==> src/rtl/alu_pkg.sv <==
// Shared opcodes, FSM encoding and request record for the ALU issue controller.
package alu_pkg;

    localparam logic [2:0] OP_AND = 3'b000;
    localparam logic [2:0] OP_OR  = 3'b001;
    localparam logic [2:0] OP_XOR = 3'b010;
    localparam logic [2:0] OP_NOR = 3'b011;
    localparam logic [2:0] OP_SLT = 3'b100;
    localparam logic [2:0] OP_ADD = 3'b101;
    localparam logic [2:0] OP_SUB = 3'b110;
    localparam logic [2:0] OP_MOD = 3'b111;

    localparam int REQ_W = 3 + 32 + 32 + 1;

    typedef enum logic [2:0] {
        S_IDLE   = 3'd0,
        S_EXEC   = 3'd1,
        S_MSTART = 3'd2,
        S_MWAIT  = 3'd3,
        S_RESP   = 3'd4
    } state_t;

    typedef struct packed {
        logic [2:0]  op;
        logic [31:0] a;
        logic [31:0] b;
        logic        cin;
    } req_t;

    // Only the adder ops produce a meaningful carry-out.
    function automatic logic is_addsub(input logic [2:0] op);
        return (op == OP_ADD) || (op == OP_SUB);
    endfunction

endpackage

==> src/rtl/issue_fifo.sv <==
// Synchronous FIFO; pointers carry one extra wrap bit to separate full from empty.
module issue_fifo #(
    parameter int DEPTH = 4,
    parameter int W     = 68
) (
    input  logic         clk,
    input  logic         reset,
    input  logic         push,
    input  logic         pop,
    input  logic [W-1:0] din,
    output logic [W-1:0] dout,
    output logic         full,
    output logic         empty
);

    localparam int AW = $clog2(DEPTH);

    logic [W-1:0] mem [DEPTH];
    logic [AW:0]  wr_ptr;
    logic [AW:0]  rd_ptr;

    assign empty = (wr_ptr == rd_ptr);
    assign full  = (wr_ptr[AW] != rd_ptr[AW]) && (wr_ptr[AW-1:0] == rd_ptr[AW-1:0]);
    assign dout  = mem[rd_ptr[AW-1:0]];

    always_ff @(posedge clk) begin
        if (reset) begin
            wr_ptr <= '0;
            rd_ptr <= '0;
        end else begin
            if (push && !full)
                wr_ptr <= wr_ptr + 1'b1;
            if (pop && !empty)
                rd_ptr <= rd_ptr + 1'b1;
        end
    end

    always_ff @(posedge clk) begin
        if (push && !full)
            mem[wr_ptr[AW-1:0]] <= din;
    end

endmodule

==> src/rtl/alu_issue_ctrl.sv <==
// Issue stage for the 32-bit ALU: queues requests, drives the ALU one op at a time
// and returns each result through a valid/ready response port.
module alu_issue_ctrl
    import alu_pkg::*;
#(
    parameter int DEPTH       = 4,
    parameter int MOD_TIMEOUT = 1024,
    parameter int TW          = 11
) (
    input  logic        CLK,
    input  logic        reset,
    input  logic        req_valid,
    output logic        req_ready,
    input  logic [2:0]  req_op,
    input  logic [31:0] req_a,
    input  logic [31:0] req_b,
    input  logic        req_cin,
    output logic [31:0] alu_ain,
    output logic [31:0] alu_bin,
    output logic [2:0]  alu_op,
    output logic        alu_cin,
    output logic        alu_start,
    input  logic [31:0] alu_result,
    input  logic        alu_cout,
    input  logic        alu_mod_done,
    output logic        rsp_valid,
    input  logic        rsp_ready,
    output logic [31:0] rsp_result,
    output logic        rsp_cout,
    output logic [2:0]  rsp_op,
    output logic        rsp_err,
    output logic [2:0]  dbg_state
);

    // Handshakes: a transfer happens at a rising edge where valid && ready; the
    // producer holds valid and its payload stable until that edge.

    state_t        state;
    logic          full;
    logic          empty;
    logic          pop;
    req_t          head;
    req_t          push_data;
    logic [TW-1:0] cnt;

    assign req_ready = !full;
    assign pop       = (state == S_IDLE) && !empty;
    assign dbg_state = state;

    assign push_data = '{op: req_op, a: req_a, b: req_b, cin: req_cin};

    issue_fifo #(
        .DEPTH (DEPTH),
        .W     (REQ_W)
    ) u_fifo (
        .clk   (CLK),
        .reset (reset),
        .push  (req_valid),
        .pop   (pop),
        .din   (push_data),
        .dout  (head),
        .full  (full),
        .empty (empty)
    );

    always_ff @(posedge CLK) begin
        if (reset) begin
            state      <= S_IDLE;
            alu_ain    <= '0;
            alu_bin    <= '0;
            alu_op     <= '0;
            alu_cin    <= 1'b0;
            alu_start  <= 1'b0;
            rsp_valid  <= 1'b0;
            rsp_result <= '0;
            rsp_cout   <= 1'b0;
            rsp_op     <= '0;
            rsp_err    <= 1'b0;
            cnt        <= '0;
        end else begin
            case (state)
                S_IDLE: begin
                    if (!empty) begin
                        alu_ain <= head.a;
                        alu_bin <= head.b;
                        alu_op  <= head.op;
                        alu_cin <= head.cin;
                        rsp_op  <= head.op;
                        if (head.op == OP_MOD) begin
                            // Divide by zero is answered directly; the ALU never starts.
                            if (head.b == '0) begin
                                rsp_result <= '0;
                                rsp_cout   <= 1'b0;
                                rsp_err    <= 1'b1;
                                rsp_valid  <= 1'b1;
                                state      <= S_RESP;
                            end else begin
                                alu_start <= 1'b1;
                                state     <= S_MSTART;
                            end
                        end else begin
                            state <= S_EXEC;
                        end
                    end
                end
                S_EXEC: begin
                    rsp_result <= alu_result;
                    rsp_cout   <= is_addsub(alu_op) ? alu_cout : 1'b0;
                    rsp_err    <= 1'b0;
                    rsp_valid  <= 1'b1;
                    state      <= S_RESP;
                end
                S_MSTART: begin
                    alu_start <= 1'b0;
                    cnt       <= '0;
                    state     <= S_MWAIT;
                end
                S_MWAIT: begin
                    cnt <= cnt + 1'b1;
                    if (alu_mod_done) begin
                        rsp_result <= alu_result;
                        rsp_cout   <= 1'b0;
                        rsp_err    <= 1'b0;
                        rsp_valid  <= 1'b1;
                        state      <= S_RESP;
                    end else if (cnt == TW'(MOD_TIMEOUT - 1)) begin
                        rsp_result <= '0;
                        rsp_cout   <= 1'b0;
                        rsp_err    <= 1'b1;
                        rsp_valid  <= 1'b1;
                        state      <= S_RESP;
                    end
                end
                S_RESP: begin
                    if (rsp_ready) begin
                        rsp_valid <= 1'b0;
                        state     <= S_IDLE;
                    end
                end
                default: state <= S_IDLE;
            endcase
        end
    end

endmodule

==> config.mk <==
export PLATFORM = sky130hd
export DESIGN_NAME = alu_issue_ctrl
export DESIGN_NICKNAME = d
export VERILOG_FILES = /design/src/rtl/alu_pkg.sv /design/src/rtl/issue_fifo.sv /design/src/rtl/alu_issue_ctrl.sv
export SDC_FILE = /design/constraint.sdc
export NUM_CORES = 1
export LEC_CHECK = 0
export ABC_AREA = 1
export CORE_ASPECT_RATIO = 1.75
export CORE_UTILIZATION = 36
export CTS_CLUSTER_SIZE = 16
export DETAILED_ROUTE_END_ITERATION = 10
export PLACE_DENSITY = 0.63
export SLEW_MARGIN = 30
export SYNTH_ARGS = -nofsm -noshare
export SYNTH_HDL_FRONTEND = slang
export SYNTH_SLANG_ARGS = --single-unit
==> constraint.sdc <==
create_clock -name CLK -period 8.85 [get_ports CLK]
set_input_delay 1.77 -clock CLK [delete_from_list [all_inputs] [get_ports CLK]]
set_output_delay 1.77 -clock CLK [all_outputs]
set_load 0.02 [all_outputs]
* Word-level counts from Yosys, hierarchy flattened
Memory sizes are Yosys's and may differ from the RTL's. A register that Yosys moved wholly into a read port is not among the register bits. Cells that the tools add are included.
Storage, ports and cells: output and inout port bits 111, bits in writable memories 272, memories 1, logic and storage cells 91, register bits 124, bits of input ports 106
Operators by class: add/subtract/negate cells 3, equality and inequality tests 17, bitwise operators 1, mux-type cells 38, reductions and logical operators 18
Memories:
- u_fifo.mem | depth 4, width 68, read ports 1, clocked after memory_dff 1, write ports 1, line issue_fifo.sv:18 | logic [W-1:0] mem [DEPTH];
Operators by type and width (number):
- 32-bit two-way mux | 5
- 32-bit case mux with 3 select lines | 1
- 32-bit zero test | 1
- 11-bit case mux with 2 select lines | 1
- 1-bit two-way mux | 18
- 3-bit two-way mux | 6
- 3-bit case mux with 5 select lines | 1
- 3-bit equality test, second input constant | 4
- 11-bit by 1-bit adder with 11-bit output, second input constant | 1
- 11-bit by 10-bit equality test with 1-bit output, second input constant | 1
- 3-bit by 1-bit adder with 3-bit output, second input constant | 2
- 3-bit by 2-bit equality test with 1-bit output, second input constant | 2
- 2-bit != test, second input constant | 3
- 1-bit case mux with 3 select lines | 2
- 6-bit AND reduction | 1
- 5-bit AND reduction | 1
- 1-bit logical AND | 4
- 2-bit two-way mux | 2
- 2-bit by 1-bit != test with 1-bit output, second input constant | 2
- 1-bit case mux with 4 select lines | 1
- 4-bit AND reduction | 1
- 2-bit nonzero test | 2
- 4-bit nonzero test | 1
- 3-bit by 1-bit equality test with 1-bit output, second input constant | 1
- 12 further kinds | 13

* Depth between registers and ports, before layout
Gate-level depths: netlist (run 1).
depth in word-level cells 6, gate-level depth with buffers 16, depth with buffers taken out 14

* By module
A second synthesis (run 1) with hierarchy kept.
Unflattened totals: cells, all modules 1340, area, all modules 15184.6 um2
By module, submodules not included:
- issue_fifo | instances 1, sequential area each 8328.0 um2, cells each 732, area an instance 10548.9 um2
- alu_issue_ctrl | instances 1, sequential area each 2362.3 um2, cells each 608, area an instance 4635.7 um2

* Worst setup path after synthesis (run 1)
Ideal clock, no wire load.
path type input-to-reg, start point input port req_valid, end point memory u_fifo.mem[3][0] (enable), path buffers 0, arrival time 4829 ps, setup time 498 ps, cell stages on the path 2, setup slack 3523 ps, data required time 8352 ps, cell sequence nand2_1 -> nor2_1
Between the ends: longest elaborated chain between the ends 3
RTL lines:
- start: declaration | line alu_issue_ctrl.sv:12 | input logic req_valid,
- 1-bit logical AND | line issue_fifo.sv:39 | if (push && !full)
- 1-bit two-way mux | line issue_fifo.sv:39
- 1-bit two-way mux (not written as such) | line issue_fifo.sv:40 | mem[wr_ptr[AW-1:0]] <= din;
- end: declaration | line issue_fifo.sv:18
Every way passes these cells.

==> results of run 1 <==
[per-stage QoR]
| step | total power, W | util [%] | cell area (um^2) | instances | hold slack [ns] |
|---|---|---|---|---|---|
| global placement | 0.00469 | 42.7 | 17900 | 2138 | 0.438 |
| detailed placement | 0.00474 | 42.8 | 17900 | 2139 | 0.445 |
| global route | 0.00661 | 45.6 | 19100 | 2210 | 0.468 |
| CTS | 0.00628 | 45.6 | 19100 | 2208 | 0.454 |
| finish | 0.00620 | 45.6 | 19100 | 2210 | 0.452 |
| floorplan | 0.00399 | - | 15400 | 1445 | 0.439 |
[flip-flops by register name, summed over array words and instances (netlist names), named ones only]
signal         cells
rsp_result        32
alu_cin            1
alu_bin           32
rsp_err            1
u_fifo.rd_ptr      3
rsp_valid          1
dbg_state          3
rsp_cout           1
u_fifo.wr_ptr      3
alu_start          1
rsp_op             3
cnt               11
u_fifo.mem       272
alu_ain           32
[logic make-up (layout without fill, tap and decap cells)]
group	count (synthesis)	count (layout)
AO/OA/AOI/OAI	264	264
XOR/XNOR	3	3
buffers and inverters	146	354
AND/OR/NAND/NOR	628	628
adder cells (fa/ha/maj)	6	6
flip-flops	398	398
other	0	2
[area by class of cell]
cell class	count	share of cell area, %
diodes	2	0.0262
flip-flops and latches	398	56.0
well taps	555	3.63
inverters	55	1.11
clock inverters	21	0.733
repair buffers	230	12.0
multi-input cells	901	21.1
clock buffers	48	5.39
[how the worst max path moves through the flow]
stage / startpoint / to / slack [ns] / depth (start not counted)
2_1_floorplan: req_valid / u_fifo.mem[3][0] / 3.52 / 2
3_5_place_dp: req_valid / u_fifo.wr_ptr[2] / 4.35 / 7
3_3_place_gp: req_valid / u_fifo.wr_ptr[2] / 4.31 / 7
6_report: flop / rsp_result[7] / 4.59 / 15
4_1_cts: flop / rsp_result[7] / 4.48 / 15
5_1_grt: flop / rsp_result[3] / 4.06 / 15
[worst max-delay path: stages (launching register included)]
cell     delay, ns
dfxtp_4       0.90
inv_4         0.46
buf_4         0.47
nand2_1       0.14
nand3_1       0.07
nand2_1       0.16
nand2_1       0.10
nor2_1        0.09
nand2_1       0.05
nor2_1        0.16
nand2_1       0.08
nand2_1       0.05
buf_4         0.40
nand2_1       0.55
nor2_1        0.24
nor2_1        0.07
[power by group]
part           switching (W)  internal [W]
clock               0.000670      0.000858
sequential          0.000202       0.00227
combinational        0.00144      0.000766
[per-layer routing]
| layer | track usage [%] | vias up | part of all wire, % |
|---|---|---|---|
| li1 | - | 5297 | - |
| met1 | 19.5 | 5055 | 38 |
| met2 | 32.2 | 325 | 52 |
| met3 | 3.25 | 55 | 6.3 |
| met4 | 6.96 | 0 | 3.0 |
| met5 | 0 | - | 0 |
[cell usage in the layout, fill, tap and decap left out, types with 6 or more instances in the layout]
| master | synthesis | final |
|---|---|---|
| nand2_1 | 297 | 297 |
| edfxtp_1 | 272 | 272 |
| nor2_1 | 225 | 221 |
| clkdlybuf4s50_1 | 0 | 216 |
| o21ai_0 | 146 | 146 |
| dfxtp_1 | 126 | 124 |
| nand3_1 | 100 | 100 |
| a21oi_1 | 77 | 77 |
| inv_1 | 53 | 51 |
| clkbuf_16 | 0 | 39 |
| a31oi_1 | 33 | 33 |
| clkinv_2 | 0 | 10 |
| buf_4 | 13 | 10 |
| clkbuf_1 | 36 | 7 |
| ha_1 | 6 | 6 |
==> flow_summary_export.csv, run 1 <==
group,metric,value,unit
clocking,clk_latency,0.53,ns
timing,fmax,235,MHz
timing,maxSlewViolCount,0,
floorplan,rows,99,
timing,fin_ws,4.59,ns
yosys,avgSynthCellArea,10.6,um^2
floorplan,ioPinCount,217,
yosys,synth_top_family_by_area,"simple AND/OR/NAND/NOR gates",
yosys,synth_top_area_share,53.1,%
global_route,antenna_found_initial,3,
clocking,cts.reportedPaths.clkPinSlew,0.06,ns
timing,period_share,48.1,%
yosys,synth_area_leaders,"edfxtp_1 (53%), dfxtp_1 (16%), nand2_1 (7.3%), nor2_1 (5.5%), o21ai_0 (4.8%)",
detailed_routing,drc,0,
clocking,clock-sinks,398,
min_path,hold_class,"flop to flop",
yosys,synthFlopType,"edfxtp_1",
critical_path,endpoint_kind,"flop",
yosys,yosys.cell_types.count,28,
critical_path,arrival,4.67,ns
placement,dpl.hpwl,23700,um
floorplan,dieArea,0.0436,mm^2
critical_path,cp_data_required_time,9.26,ns
timing,slew_headroom,43.4,%
min_path,hp-start,"alu_start",
detailed_routing,vias_per_cell,4.86,
yosys,synthMuxAreaShare,0,%
layout,syn2layout_area_growth,24.3,%
floorplan,chipHeight,275,um
critical_path,timing.rr.end,"rsp_result[7]",
min_path,min_to,"alu_start",
floorplan,initial_core_util,36.7,%
floorplan,fp.dieW,158,um
placement,gp_congestion,0.757,
yosys,synth_fa_ha_area_share,0.488,%
critical_path,start_kind,"flop",
clocking,htreeDepth,2,
timing,hold_viol_final,0,
yosys,yosysSeqAreaShare,69.6,%
run_status,status,"finished clean",
yosys,synth_top_area_cell,"edfxtp_1",
clocking,cts_resized,0,
detailed_routing,drtIter0Drc,813,
global_route,grt_pass1_vias,10359,
layout,num-fill-cells,3925,
layout,multiInputGateArea,0.00403,mm^2
timing,worst_pin_slew,0.849,ns
global_route,grt_first_pass_wirelength,57300,um
detailed_routing,drt-total-wl,38000,um
global_route,grt_overflow,0,
power,p_leak,6.88,nW
yosys,yosysMostFrequentCell,"nand2_1",
job,max_cap_violations,0,
critical_path,cp_max_fo,74,
critical_path,reg2reg_depth,15,
detailed_routing,wl_per_cell,17.2,um
yosys,synth_xor_area_share,0.171,%
power,power.density,325,mW/mm^2
layout,seq_area,0.0107,mm^2
clocking,tritoncts,"built",
clocking,ctsHoldBuffers,0,
yosys,synth-edff-count,272,
timing,grt_setup_unrepaired,"false",
yosys,ys_async_sr_fraction,0,%
detailed_routing,antenna_left,0,
global_route,grt_usage,17.5,%
global_route,grt_max_degree,114,
clocking,cts_root_buffer,"clkbuf_16",
yosys,synth_cells,1445,
power,vdd_drop_max,0.218,mV
yosys,synthSimpleGateAreaFrac,16.3,%
yosys,syn_nets,1557,
yosys,syn-cell-area,0.0154,mm^2
timing,final.setup_skew,0.00961,ns
yosys,ys_ff_latch,398,
placement,pre_cts_ws,4.35,ns
detailed_routing,vias,10732,
timing,final.min_clock_period,4.26,ns
yosys,ys_warn_count,0,
layout,nets,1736,
timing,tns,0,ns
timing,finalSetupViolations,0,
clocking,clockBufferDepth,3,
placement,port_buffers,216,
yosys,synth_compound_area_share,9.05,%
critical_path,rrSetupSlack,4.59,ns
yosys,synth_common_cells,"nand2_1 (297), edfxtp_1 (272), nor2_1 (225)",
critical_path,crit_type,"flop to flop",
detailed_routing,drtPass1Iterations,5,
floorplan,core_area,0.0419,mm^2
layout,drive_above_1_share,5.02,%
min_path,whs_path_depth,2,
clocking,postCtsSetupBuffers,0,
clocking,cts_buffers,38,
(Power assumes the default switching activity.)
==> run 2, diff against run 1 <==
Settings changed: PLACE_DENSITY 0.63 to 0.65.
Clock period 8.85 ns to 3.4 ns, I/O delays scaled along.
==> run 2 against run 1 <==
Effect of this change:
- clock power grew to 2.9 times the previous value
- fmax is 53% higher
- cell area is 2.5% higher
- die area stayed put
- first-iteration DRC count is 26% lower
- worst hold slack worse by 0.0068 ns
- sequential power grew to 2.5 times the previous value
- sequential cell count stayed put
- global-route usage is 0.33 points higher
- register-to-register slack worse by 4.0 ns
- setup slack worse by 4.0 ns
- total power grew to 2.7 times the previous value
- critical path type unchanged
- critical endpoint is now rsp_result[6]
- largest cell class unchanged
- highest routed layer is now met5
==> flow_summary_export.csv, run 2 (synthesized netlist as in run 1, its figures left out) <==
group,metric,value,unit
timing,maxSlewViolCount,0,
layout,drive_above_1_share,5.80,%
timing,fmax,360,MHz
power,p_leak,7.08,nW
critical_path,slowest_delay,0.50,ns
critical_path,path_cells,"buf_12 > buf_4 > nand2_1 > nand3_1 > nand2_1 > nand2_1 > nor2_1 > nand2_1 > nor2_1 > nand2_1 > nand2_1 > nand2_1 > nand2_1 > nand2_1 > nor2_1",
critical_path,start_kind,"flop",
detailed_routing,antenna_left,0,
floorplan,chipHeight,275,um
placement,place_inst,2156,
timing,period_share,81.7,%
timing,finalSetupViolations,0,
critical_path,arrival,3.22,ns
layout,final_common_cell,"nand2_1",
run_status,status,"finished clean",
placement,gp_congestion,0.751,
layout,nets,1753,
detailed_routing,drtIter0Drc,602,
detailed_routing,vias,10865,
min_path,hp-start,"rsp_valid",
detailed_routing,vias_per_cell,4.87,
critical_path,endpoint_kind,"flop",
timing,final.min_clock_period,2.78,ns
clocking,tritoncts,"built",
critical_path,cp_common_cell,"nand2_1",
timing,slew_headroom,37.3,%
timing,hold_viol_final,0,
power,power.density,855,mW/mm^2
power,vdd_drop_max,0.535,mV
clocking,cts_root_buffer,"clkbuf_16",
min_path,min_to,"rsp_valid",
clocking,cts.reportedPaths.clkPinSlew,0.06,ns
critical_path,crit_buf_inv,2,
layout,largest_register_ffs,272,
detailed_routing,drc,0,
global_route,grt_usage,17.8,%
detailed_routing,wl_per_cell,17.5,um
critical_path,crit_cells,15,
critical_path,crit_type,"flop to flop",
critical_path,rrSetupSlack,0.62,ns
floorplan,rows,99,
clocking,htreeDepth,2,
timing,worst_pin_slew,0.940,ns
floorplan,initial_core_util,36.7,%
clocking,ctsHoldBuffers,0,
global_route,grt_pass1_vias,10714,
clocking,postCtsSetupBuffers,0,
min_path,whs_path_depth,2,
clocking,clockBufferDepth,3,
placement,dpl.hpwl,25500,um
job,max_cap_violations,0,
global_route,grt_first_pass_wirelength,58800,um
timing,final.setup_skew,0.0237,ns
detailed_routing,drtPass1Iterations,5,
global_route,grt_max_degree,99,
global_route,grt_overflow,0,
global_route,antenna_found_initial,8,
timing,tns,0,ns
clocking,clk_latency,0.55,ns
min_path,hold_class,"flop to flop",
detailed_routing,drt-total-wl,39000,um
clocking,cts_resized,0,
critical_path,slowest_stage,"nand2_1",
floorplan,core_area,0.0419,mm^2
critical_path,timing.rr.end,"rsp_result[6]",
critical_path,crit_family,"simple AND/OR/NAND/NOR gates",
power,fin_total_pwr,0.0167,W
floorplan,fp.dieW,158,um
layout,postLayoutCoreUtil,46.8,%
clocking,cts_buffers,38,
timing,grt_setup_unrepaired,"false",
layout,layout_common_cells,"nand2_1 (297), edfxtp_1 (272), nor2_1 (221)",
critical_path,cp_max_fo,98,
floorplan,ioPinCount,217,
clocking,clock-sinks,398,
floorplan,dieArea,0.0436,mm^2
layout,syn2layout_area_growth,27.4,%
layout,num-fill-cells,3912,
timing,whs,0.445,ns
critical_path,cp_data_required_time,3.84,ns
critical_path,reg2reg_depth,15,
layout,finalNonFillerCells,2232,
placement,port_buffers,216,
==> run 2: cell types whose count changed in the layout (fill, tap and decap cells not counted), moves of 2 or more <==
cell,before,now
clkbuf_1,7,10
diode_2,2,6
bufinv_16,1,6
clkinv_8,0,2
buf_12,0,19
clkinvlp_4,5,1
buf_6,3,0
clkinv_2,10,3
buf_4,10,12
==> run 2: cell type report <==
class                           count  area (um^2)  area share [%]
Antenna cell                        6         15.0          0.0767
Timing Repair Buffer              247         2630            13.4
Inverter                           55          213            1.09
Multi-Input combinational cell    901         4030            20.6
Clock inverter                     20          275            1.41
Sequential cell                   398        10700            54.6
Tap cell                          555          694            3.55
Clock buffer                       50         1030            5.25
==> run 2: metal layers <==
metal	wire length (um)	vias up	part of all wire [%]	track usage [%]
li1	-	5353	-	-
met1	14800	5150	38	18.5
met2	21000	297	54	34.2
met3	2390	59	6.1	3.88
met4	821	6	2.1	6.43
met5	28	-	0.072	0
==> run 2: worst max path at each step <==
stage                          start               end  slack, ns
floorplan           u_fifo.rd_ptr[0]  u_fifo.mem[0][0]      -0.93
global placement               reset       alu_ain[16]       0.64
detailed placement              flop     rsp_result[6]       0.59
CTS                             flop     rsp_result[6]       0.59
global route                    flop     rsp_result[3]       0.29
finish                          flop     rsp_result[6]       0.62
==> run 2: power by group <==
group | leakage [nW] | switching (W) | internal, W
clock network | 0.624 | 0.00182 | 0.00261
logic | 2.92 | 0.00394 | 0.00213
registers | 3.54 | 0.000352 | 0.00590
total | 7.08 | 0.00611 | 0.0106
==> run 2: per-stage QoR <==
| stage | setup WS (ns) | cell area [um^2] |
|---|---|---|
| finish | 0.622 | 19600 |
| global route | 0.294 | 19600 |
| CTS | 0.588 | 19600 |
| detailed placement | 0.595 | 18300 |
| global placement | 0.639 | 18300 |
| floorplan | -0.933 | 15400 |
==> run 2: worst reg2reg max path, stage by stage (launching register included) <==
cell and delay, ns:
dfxtp_4 0.37, buf_12 0.36, buf_4 0.53, nand2_1 0.12, nand3_1 0.11, nand2_1 0.07, nand2_1 0.07, nor2_1 0.04
nand2_1 0.08, nor2_1 0.05, nand2_1 0.05, nand2_1 0.07, nand2_1 0.50, nand2_1 0.11, nand2_1 0.10, nor2_1 0.06
==> run 3, diff against run 2 <==
Settings changed: PLACE_DENSITY 0.65 to 0.63.
Clock period 3.4 ns to 2.75 ns, I/O delays scaled along.
==> run 3 against run 2 <==
Effect of this change:
- register-to-register slack worse by 0.20 ns
- core utilization fell by 0.20 points
- critical endpoint is now req_ready
- clock skew is 0.0036 ns higher
- non-clock buffer count up 5
- total power rose by 24%
- via count increased by 1.1%
- largest cell class unchanged
- first-iteration DRC count grew 5.1%
- wire length is 0.39% lower
- sequential power up 24%
- critical path depth down 11
- setup slack got worse by 0.38 ns
- sequential share of layout area is 0.23 points higher
==> flow_summary_export.csv, run 3 (synthesized netlist as in run 1, its figures left out) <==
group,metric,value,unit
timing,fin_ws,0.240,ns
detailed_routing,drtIter0Drc,633,
critical_path,start_kind,"flop",
critical_path,crit_type,"flop to output port",
placement,place_inst,2161,
layout,seq_area,0.0107,mm^2
global_route,grtUsageMet1,19.4,%
timing,final.min_clock_period,2.51,ns
floorplan,core_area,0.0419,mm^2
floorplan,chipHeight,275,um
job,max_cap_violations,0,
floorplan,rows,99,
global_route,grt_usage,17.9,%
detailed_routing,drtPass1Iterations,5,
global_route,grt_pass1_vias,10786,
layout,drive_above_1_share,6.02,%
layout,postLayoutCellArea,0.0195,mm^2
placement,pre_cts_ws,0.414,ns
critical_path,cp_max_fo,4,
detailed_routing,vias_per_cell,4.92,
clocking,clockBufferDepth,3,
critical_path,endpoint_kind,"output port",
global_route,antenna_found_initial,7,
clocking,cts_buffers,39,
layout,layout_common_cells,"nand2_1 (297), edfxtp_1 (272), nor2_1 (221)",
global_route,grt.busiest_layer,"met2",
timing,final.setup_skew,0.0273,ns
timing,period_share,91.3,%
critical_path,slowest_stage,"clkdlybuf4s50_1",
min_path,hold_class,"flop to flop",
critical_path,arrival,1.96,ns
layout,multiInputGateArea,0.00403,mm^2
floorplan,initial_core_util,36.7,%
placement,placed_area,0.0182,mm^2
layout,finalNonFillerCells,2234,
timing,maxSlewViolCount,0,
clocking,cts_resized,0,
detailed_routing,drt-total-wl,38900,um
power,power.density,1070,mW/mm^2
layout,final_common_cell,"nand2_1",
critical_path,path_cells,"xor2_1 > nor2_1 > nand2_1 > clkdlybuf4s50_1",
clocking,ctsHoldBuffers,0,
detailed_routing,wl_per_cell,17.4,um
layout,postLayoutCoreUtil,46.6,%
timing,hold_viol_final,0,
global_route,use_met2,33.9,%
detailed_routing,vias,10984,
placement,port_buffers,216,
global_route,grt_overflow,0,
layout,largest_register_ffs,272,
global_route,grt_first_pass_wirelength,59300,um
clocking,postCtsSetupBuffers,0,
clocking,htreeDepth,2,
global_route,grt_max_degree,71,
power,vdd_drop_max,0.629,mV
clocking,tritoncts,"built",
clocking,cts.reportedPaths.clkPinSlew,0.06,ns
clocking,cts_root_buffer,"clkbuf_16",
timing,finalSetupViolations,0,
run_status,status,"finished clean",
timing,grt_setup_unrepaired,"false",
clocking,clk_latency,0.54,ns
placement,gp_congestion,0.758,
placement,dpl.hpwl,25100,um
floorplan,dieArea,0.0436,mm^2
layout,num-fill-cells,3903,
power,p_leak,7.07,nW
timing,worst_pin_slew,0.515,ns
global_route,grt_use_met3,3.22,%
layout,syn2layout_area_growth,26.9,%
timing,whs,0.446,ns
critical_path,cp_data_required_time,2.20,ns
detailed_routing,antenna_left,0,
detailed_routing,drc,0,
timing,slew_headroom,65.7,%
floorplan,fp.dieW,158,um
layout,nets,1759,
critical_path,slowest_delay,0.57,ns
timing,fmax,398,MHz
floorplan,ioPinCount,217,
clocking,clock-sinks,398,
run 3: per-stage QoR:
step / total power [W] / TNS (ns)
final: 0.0208 / 0
after global routing: 0.0221 / 0
after CTS: 0.0210 / 0
after detailed placement: 0.0157 / 0
after global placement: 0.0155 / 0
after floorplan: 0.0128 / -102.40
run 3: layout make-up:
class / instances / share of cell area [%]
clock buffer: 46 / 5.14
antenna: 2 / 0.0257
tap: 555 / 3.56
sequential: 398 / 54.9
timing repair buffer: 252 / 13.3
multi-input combinational: 901 / 20.7
inverter: 55 / 1.09
clock inverter: 25 / 1.35
run 3: power by group:
| part | internal (W) | switching (W) |
|---|---|---|
| sequential | 0.00729 | 0.000472 |
| combinational | 0.00282 | 0.00493 |
| clock | 0.00309 | 0.00219 |
| total | 0.0132 | 0.00759 |
run 3: final timing paths:
path                         start             end  slack (ns)  cells past startpoint
setup / recovery  u_fifo.wr_ptr[1]       req_ready        0.24                      4
hold / removal           rsp_valid       rsp_valid        0.45                      2
setup reg to reg              flop  rsp_result[29]        0.42                     15
hold reg to reg          rsp_valid       rsp_valid        0.45                      2
run 3: worst max-delay path: cells and delay by family (launching register included):
| kind | cells | cell delay, ns |
|---|---|---|
| XOR/XNOR | 1 | 0.17 |
| buffers and inverters | 1 | 0.57 |
| flip-flops | 1 | 0.36 |
| AND/OR/NAND/NOR | 2 | 0.34 |
run 3: layer usage:
layer | part of all wire [%] | vias up
met5 | 0.069 | -
met4 | 2.9 | 4
met3 | 6.1 | 63
met2 | 53 | 343
met1 | 37 | 5234
li1 | - | 5340
